[config.mk]
export PLATFORM = sky130hd
export DESIGN_NAME = adder_substractor_serial_nbit
export DESIGN_NICKNAME = d
export VERILOG_FILES = /design/src/rtl/adder_substractor_serial_nbit.sv
export SDC_FILE = /design/constraint.sdc
export NUM_CORES = 1
export LEC_CHECK = 0
export CAP_MARGIN = 20
export CORE_UTILIZATION = 35
export DETAILED_ROUTE_END_ITERATION = 8
export PLACE_DENSITY = 0.67
export SKIP_CTS_REPAIR_TIMING = 1
export SYNTH_ARGS = -nofsm -noshare
export SYNTH_HDL_FRONTEND = slang
export SYNTH_SLANG_ARGS = --single-unit
[constraint.sdc]
create_clock -name clk -period 2 [get_ports clk]
set_input_delay 0.5 -clock clk [delete_from_list [all_inputs] [get_ports clk]]
set_output_delay 0.5 -clock clk [all_outputs]
set_load 0.02 [all_outputs]
[src/rtl/adder_substractor_serial_nbit.sv]
// Bit-serial n-bit adder/subtractor: one request computes x + y or x - y LSB first
// over n cycles, then presents s/cout with a single-cycle done pulse.
module adder_substractor_serial_nbit #(
    parameter int n = 8
) (
    input  logic         clk,
    input  logic         rst,
    input  logic         start,
    input  logic [n-1:0] x,
    input  logic [n-1:0] y,
    input  logic         add_n,
    output logic         busy,
    output logic         done,
    output logic [n-1:0] s,
    output logic         cout,
    output logic [1:0]   state_dbg
);

    localparam int CW = $clog2(n);
    localparam logic [CW-1:0] LAST = CW'(n - 1);

    typedef enum logic [1:0] {
        IDLE    = 2'd0,
        RUN     = 2'd1,
        DONE_ST = 2'd2
    } state_t;

    state_t        state;
    logic [n-1:0]  opa;
    logic [n-1:0]  opb;
    logic [n-1:0]  acc;
    logic          carry;
    logic [CW-1:0] cnt;
    logic          sum_bit;
    logic          carry_nxt;

    // Handshake: start is a request that is taken only when busy is low (IDLE);
    // x, y and add_n are captured on that same edge, and any start seen while
    // busy is high is dropped rather than queued.

    always_comb begin
        sum_bit   = opa[0] ^ opb[0] ^ carry;
        carry_nxt = (opa[0] & opb[0]) | (opa[0] & carry) | (opb[0] & carry);
    end

    always_ff @(posedge clk or posedge rst) begin
        if (rst) begin
            state <= IDLE;
            opa   <= '0;
            opb   <= '0;
            acc   <= '0;
            carry <= 1'b0;
            cnt   <= '0;
            busy  <= 1'b0;
            done  <= 1'b0;
            s     <= '0;
            cout  <= 1'b0;
        end else begin
            case (state)
                IDLE: begin
                    if (start) begin
                        // Subtract as x + ~y + 1: invert y and seed the carry.
                        opa   <= x;
                        opb   <= y ^ {n{add_n}};
                        carry <= add_n;
                        acc   <= '0;
                        cnt   <= '0;
                        busy  <= 1'b1;
                        state <= RUN;
                    end
                end
                RUN: begin
                    opa   <= opa >> 1;
                    opb   <= opb >> 1;
                    carry <= carry_nxt;
                    acc   <= {sum_bit, acc[n-1:1]};
                    cnt   <= cnt + 1'b1;
                    if (cnt == LAST) begin
                        s     <= {sum_bit, acc[n-1:1]};
                        cout  <= carry_nxt;
                        done  <= 1'b1;
                        state <= DONE_ST;
                    end
                end
                DONE_ST: begin
                    done  <= 1'b0;
                    busy  <= 1'b0;
                    state <= IDLE;
                end
                default: begin
                    done  <= 1'b0;
                    busy  <= 1'b0;
                    state <= IDLE;
                end
            endcase
        end
    end

    assign state_dbg = state;

endmodule

==> impl_results.md, run 1 <==
* Total number of H-tree levels at 2
* Area added between synthesis and finish at 30.1%
* Final period util at 88.2%
* Starting Density at 36.8%
* Post-Syn Nets at 167
* Avg Cell Area, Syn at 12.2 µm²
* Xor and xnor area share after synthesis at 3.98%
* Clock transition at path regs at 80 ps
* Clock latency at the later pin of the worst-skew pair at 290 ps
* Largest buffer count on any clock path at 2
* Layout net count at 205
* Combinational family with the most area after synthesis: compound AO/OA/AOI/OAI gates
* Pins over their slew limit at 0
* Multiplexer share of the synthesized area at 6.40%
* Share of synthesized flip-flops with an asynchronous set or reset at 100%
* Headroom to the max-slew limit at 76.1%
* Unrepaired setup endpoints after global routing: no
* Total global-route track usage at 14.6%
* Crit. Startpoint: state_dbg[1]
* Final std cell area, no fill at 0.00229 mm²
* Cell taking the most area after synthesis: sky130_fd_sc_hd__dfrtp_1
* Root buffer cell: sky130_fd_sc_hd__clkbuf_8
* Die Y-Extent at 72.9 µm
* Core Area at 0.00479 mm²
* Top cell family by delay on the critical path: buffers and inverters
* First-pass GRT wire length at 5.85 mm
* Die ar. at 0.00531 mm²
* Fraction of the mapped netlist area in simple logic gates at 10.5%
* Crit path cell chain: clkdlybuf4s50_1
* TritonCTS clock tree: done
* Inserted Diodes at 0
* Total routed wirelength at 3.32 mm
* Setup TNS at 0 ps
* Final Core Density at 47.8%
* Kind of start point of the critical path: flop
* Worst Setup End Kind: output port
* Clock sink count at 40
* Worst path max stage delay at 610 ps
* Cell Rows at 25
* I/O pin cnt at 33
* Maximum fanout along the worst path at 2
* Post-DP HPWL at 2.33 mm
* Number of different library cells in the post-synthesis netlist at 26
* Count of mapped cells out of synthesis at 144
* Combined area of all synthesized cells at 0.00176 mm²
* Seq/Total Area, Yosys at 56.9%
* Share of post-route cells with drive strength above 1 at 15.8%
* Die Span X at 72.9 µm
* Synth Flop Type: sky130_fd_sc_hd__dfrtp_1
* Total clock buffers created by CTS at 5
* Total power at 3.15 mW
* Highest ir drop seen on vdd at 544 µV
* Leakage component of the power at 1.09 nW
* Number of global-route vias before repair at 1,266
* Critical Path End: state_dbg[1]
* Total number of vias at 1,219
* Pin count of the biggest net entering global routing at 34
* First-pass iteration count of the detailed router at 4
* Max-capacitance violation count at 0
* Starting DRC count in detailed routing at 63
* Achievable clock frequency at 567 MHz
* Critical Path AT at 1260 ps
* Syn. warnings at 0
* Final hold violation count at 0
* R2r endpoint: s[7]
* Slew @ Worst Pin at 358 ps
* Post-Synth Adder-Cell Area at 2.56%
* Total of flip-flops plus latches after synthesis at 40
* Via density at 4.88
* Post-route clock skew at 2.62 ps
* Number of cells on the worst reg-to-reg path at 4
* Critical path depth in cells at 1
* CP Buf/Inv Count at 1
* Origin of the critical flop-to-flop path: state_dbg[0]
* Number of enable-type register cells in the synthesized netlist at 0
* Status: finished, final reports clean
* Post-Route Hold Slack at 476 ps
* Leftover overflow at the end of global routing at 0
* Shortest period the worst path allows at 1760 ps
* RePlAce Congestion at 0.769
* Initial antenna violation count at 0
* Number of endpoints failing setup at the final stage at 0
* Crit path kind: reg2out
* Class of the most critical hold timing path: in2async
* Fill cell count at 435
* Fraction of the mapped netlist area in compound gates at 15.5%
* Buffers added on ports at 32
* Largest cells by area after synthesis: sky130_fd_sc_hd__dfrtp_1 57%, sky130_fd_sc_hd__mux2_2 6.4%, sky130_fd_sc_hd__a22o_1 5.0%
* Power per cell area at 1380 mW/mm²
* Antenna violation net count after detailed routing at 0
* Register-to-register setup slack at 410 ps
* Wirelength per Cell at 13.3 µm
* Required time of the worst setup path at 1500 ps
* Cell with the biggest individual delay on the critical path: sky130_fd_sc_hd__clkdlybuf4s50_1
* Post-route DRC violation count at 0
* Area after DPL at 0.00218 mm²
* Proportion of netlist area held by the largest area contributor at 56.9%
==> metal layers <==
metal | vias up | GRT usage, % | share of wire (%)
li1 | 586 | - | -
met1 | 597 | 19.1 | 46
met2 | 32 | 23.2 | 49
met3 | 4 | 4.28 | 4.9
met4 | 0 | 5.23 | 0.99
met5 | - | 0 | 0
==> Yosys cell counts, types with 3 or more instances <==
cell	instances
sky130_fd_sc_hd__dfrtp_1	40
sky130_fd_sc_hd__nand2_1	18
sky130_fd_sc_hd__a22o_1	10
sky130_fd_sc_hd__mux2_2	10
sky130_fd_sc_hd__a21oi_1	9
sky130_fd_sc_hd__o21ai_0	8
sky130_fd_sc_hd__xor2_1	8
sky130_fd_sc_hd__and3b_1	7
sky130_fd_sc_hd__a32oi_1	5
sky130_fd_sc_hd__inv_1	5
sky130_fd_sc_hd__buf_2	4
sky130_fd_sc_hd__nor2_1	3
==> layout make-up <==
type | instances | area, µm² | area share, %
Multi-Input combinational cell | 90 | 684 | 29.9
Clock buffer | 6 | 72.6 | 3.17
Timing Repair Buffer | 40 | 393 | 17.2
Inverter | 5 | 18.8 | 0.820
Tap cell | 67 | 83.8 | 3.66
Clock inverter | 2 | 35.0 | 1.53
Sequential cell | 40 | 1000 | 43.7
==> cells in the final DEF (no fill, tap or decap), types with 2 or more instances in the layout <==
| cell | count |
|---|---|
| sky130_fd_sc_hd__dfrtp_1 | 40 |
| sky130_fd_sc_hd__xor2_1 | 8 |
| sky130_fd_sc_hd__a21oi_1 | 9 |
| sky130_fd_sc_hd__a22o_1 | 10 |
| sky130_fd_sc_hd__o21ai_0 | 8 |
| sky130_fd_sc_hd__clkbuf_8 | 5 |
| sky130_fd_sc_hd__a222oi_1 | 2 |
| sky130_fd_sc_hd__buf_4 | 7 |
| sky130_fd_sc_hd__and3b_1 | 7 |
| sky130_fd_sc_hd__a32oi_1 | 5 |
| sky130_fd_sc_hd__mux2_2 | 10 |
| sky130_fd_sc_hd__inv_1 | 5 |
| sky130_fd_sc_hd__nor2_1 | 3 |
| sky130_fd_sc_hd__ha_1 | 2 |
| sky130_fd_sc_hd__nand2_1 | 18 |
| sky130_fd_sc_hd__clkdlybuf4s50_1 | 32 |
==> sequential cells by signal (all words and copies together) (netlist names) <==
signal / count
done: 1
carry: 1
state_dbg: 2
cnt: 3
opa: 8
opb: 8
s: 8
acc: 7
cout: 1
busy: 1
==> worst register-to-register path, stage by stage (launching register included) <==
cell                      delay, ps
sky130_fd_sc_hd__dfrtp_1        350
sky130_fd_sc_hd__buf_4          270
sky130_fd_sc_hd__nor2b_4        400
sky130_fd_sc_hd__nand2_4        160
sky130_fd_sc_hd__mux2_2         300
==> stage by stage <==
step	cells	setup slack, ps
floorplan	144	582
global placement	242	268
detailed placement	242	210
CTS	250	225
global route	250	184
finish	250	237
==> power breakdown <==
group | leakage [nW] | internal (mW) | switching, mW | total (mW)
Combinational | 0.520 | 0.601 | 0.582 | 1.18
Clock | 0.0552 | 0.370 | 0.280 | 0.651
Sequential | 0.517 | 1.13 | 0.182 | 1.31
Total | 1.09 | 2.10 | 1.04 | 3.15
==> how the worst min path moves through the flow <==
| stage | slack (ps) | start | cells after the start | end |
|---|---|---|---|---|
| 5_1_grt | 490 | rst | 2 | cout |
| 4_1_cts | 480 | rst | 2 | s[5] |
| 3_5_place_dp | 470 | opb[4] | 2 | opb[4] |
| 6_report | 480 | rst | 2 | s[7] |
| 2_1_floorplan | 450 | opb[4] | 2 | opb[4] |
| 3_3_place_gp | 460 | opa[1] | 2 | opa[1] |
==> cell families (layout without fill, tap and decap cells) <==
logic type	after synthesis	count (layout)
and+or+nand+nor	32	32
muxes	10	10
xor gates and xnor gates	8	8
adders and majority gates	3	3
AOI/OAI and AO/OA	37	37
buffers and inverters	14	53
DFF	40	40
Note: power is estimated with default switching activity, not from simulation.
==> run 2: changes to the inputs <==
Settings changed: CORE_MARGIN from default to 2, PLACE_DENSITY 0.67 to 0.7.
Clock period 2 ns to 1.62 ns, I/O delays scaled along.
==> impl_results.md, run 2 (synthesized netlist as in run 1, its figures left out) <==
* Status: finished, final reports clean
* Core Area at 0.00479 mm² (unchanged)
* Pin count of the biggest net entering global routing at 26 (-24%)
* Required time of the worst setup path at 1850 ps (+350 ps)
* Achievable clock frequency at 661 MHz
* Most frequent cells in the layout: 40 x sky130_fd_sc_hd__dfrtp_1, 19 x sky130_fd_sc_hd__clkdlybuf4s50_1, 18 x sky130_fd_sc_hd__nand2_1
* Number of endpoints failing setup at the final stage at 0 (unchanged)
* Cell Rows at 25 (unchanged)
* TritonCTS clock tree: done
* First-pass GRT wire length at 5.78 mm (-1.3%)
* Total number of vias at 1,214 (-0.41%)
* Post-route clock skew at 4.63 ps (+2.01 ps)
* Clock latency at the later pin of the worst-skew pair at 290 ps (about the same)
* Share of power burned in the clock network at 22.0% (+1.3 points)
* Largest buffer count on any clock path at 2 (unchanged)
* Net switching power at 1.29 mW (+23%)
* Number of global-route vias before repair at 1,264 (-0.16%)
* Kind of start point of the critical path: primary input
* Max-capacitance violation count at 0 (unchanged)
* Inserted Diodes at 0 (unchanged)
* RePlAce Congestion at 0.791 (+2.8%)
* Die Y-Extent at 74.9 µm (+2.7%)
* Post-DP HPWL at 2.38 mm (+2.1%)
* Share of post-route cells with drive strength above 1 at 17.3% (+1.5 points)
* Final instance count without filler cells at 252 (+0.80%)
* Starting DRC count in detailed routing at 60 (-4.8%)
* Highest ir drop seen on vdd at 736 µV (+35%)
* Clock transition at path regs at 70 ps (about the same)
* Leftover overflow at the end of global routing at 0 (unchanged)
* Buffers added on ports at 32 (unchanged)
* Post-route DRC violation count at 0 (unchanged)
* Worst Setup End Kind: flop
* Starting Density at 36.8% (unchanged)
* Total global-route track usage at 13.8% (-0.80 points)
* Critical Path AT at 1740 ps (+480 ps)
* Relative contribution of combinational cells to total power at 37.2% (-0.4 points)
* First-pass iteration count of the detailed router at 4 (unchanged)
* Slew @ Worst Pin at 373 ps (+15.4 ps)
* Setup TNS at 0 ps (unchanged)
* Die ar. at 0.00561 mm² (+5.6%)
* Fill cell count at 431 (-0.92%)
* Via density at 4.82 (-1.2%)
* Area added between synthesis and finish at 34.2%
* Layout net count at 207 (+0.98%)
* Total power at 3.97 mW (+26%)
* Shortest period the worst path allows at 1510 ps
* Wirelength per Cell at 13.3 µm (+0.49%)
* Total number of H-tree levels at 2 (unchanged)
* Power per cell area at 1680 mW/mm² (+22%)
* Crit path kind: in2reg
* Largest registers: opa: 8 flops, opb: 8 flops, s: 8 flops
* Internal Pwr Total at 2.68 mW (+28%)
* Sequential share of power at 40.9% (-0.8 points)
* Initial antenna violation count at 0 (unchanged)
* I/O pin cnt at 33 (unchanged)
* Most common cell after layout, fill and taps aside: sky130_fd_sc_hd__dfrtp_1
* Antenna violation net count after detailed routing at 0 (unchanged)
* Die Span X at 74.9 µm (+2.7%)
* Leakage component of the power at 1.28 nW (+17%)
* Total routed wirelength at 3.36 mm (+1.3%)
* Root buffer cell: sky130_fd_sc_hd__clkbuf_8
* Total clock buffers created by CTS at 5 (unchanged)
* Final period util at 93.4%
* Share of total power consumed by net switching at 32.4% (-0.77 points)
* Maximum fanout along the worst path at 10 (+8)
* Class of the most critical hold timing path: in2async
* Headroom to the max-slew limit at 75.1% (-1.1 points)
* Final hold violation count at 0 (unchanged)
* Unrepaired setup endpoints after global routing: no
* Pins over their slew limit at 0 (unchanged)
* Clock sink count at 40 (unchanged)
* Cell count after placement at 244 (+0.83%)
## run 2: path summary, 6_finish.rpt
check	end	slack, ps	startpoint	cells past startpoint
max	opb[0]	110	start	4
min	acc[1]	380	rst	2
max reg2reg	s[3]	120	state_dbg[1]	4
min reg2reg	opa[1]	480	opa[1]	2
max in group asynchronous	opa[7]	780	rst	3
min in group clk	opa[1]	480	opa[1]	2
## run 2: critical path, cell delays in order
cell                              delay (ps)
sky130_fd_sc_hd__clkdlybuf4s50_1         690
sky130_fd_sc_hd__nor3b_4                 420
sky130_fd_sc_hd__a222oi_1                150
sky130_fd_sc_hd__inv_1                    70
## run 2: power groups by stage
stage	sequential, mW	clock [mW]	combinational [mW]
final	1.62	0.872	1.47
after detailed placement	1.65	0	1.51
after global placement	1.63	0	1.47
after CTS	1.63	0.897	1.51
after global routing	1.68	0.943	1.62
after floorplan	1.76	0	0.842
## run 2: metal layers
layer | share of wire, % | track usage [%] | vias up | wire [µm]
met5 | 0 | 0 | - | 0
met4 | 1.9 | 5.95 | 0 | 63
met3 | 3.8 | 4.15 | 6 | 129
met2 | 46 | 21.2 | 23 | 1550
met1 | 48 | 18.3 | 598 | 1620
li1 | - | - | 587 | -
## run 2: per-stage QoR
step                      setup WS, ps  instance area (µm²)  util [%]  hold slack [ps]
after floorplan                    268                 1760         -              446
after global placement            -252                 2200      45.9              461
after detailed placement          -277                 2200      45.9              468
after CTS                        -65.7                 2320      48.5              377
after global routing              6.07                 2360      49.3              414
final                              107                 2360      49.3              380
## run 2: layout make-up
class                           count  area (µm²)  share of cell area, %
Timing Repair Buffer               42         440                   18.7
Multi-Input combinational cell     90         691                   29.3
Clock buffer                        7        96.3                   4.08
Clock inverter                      1        30.0                   1.27
Tap cell                           67        83.8                   3.55
Sequential cell                    40        1000                   42.4
Inverter                            5        18.8                  0.795
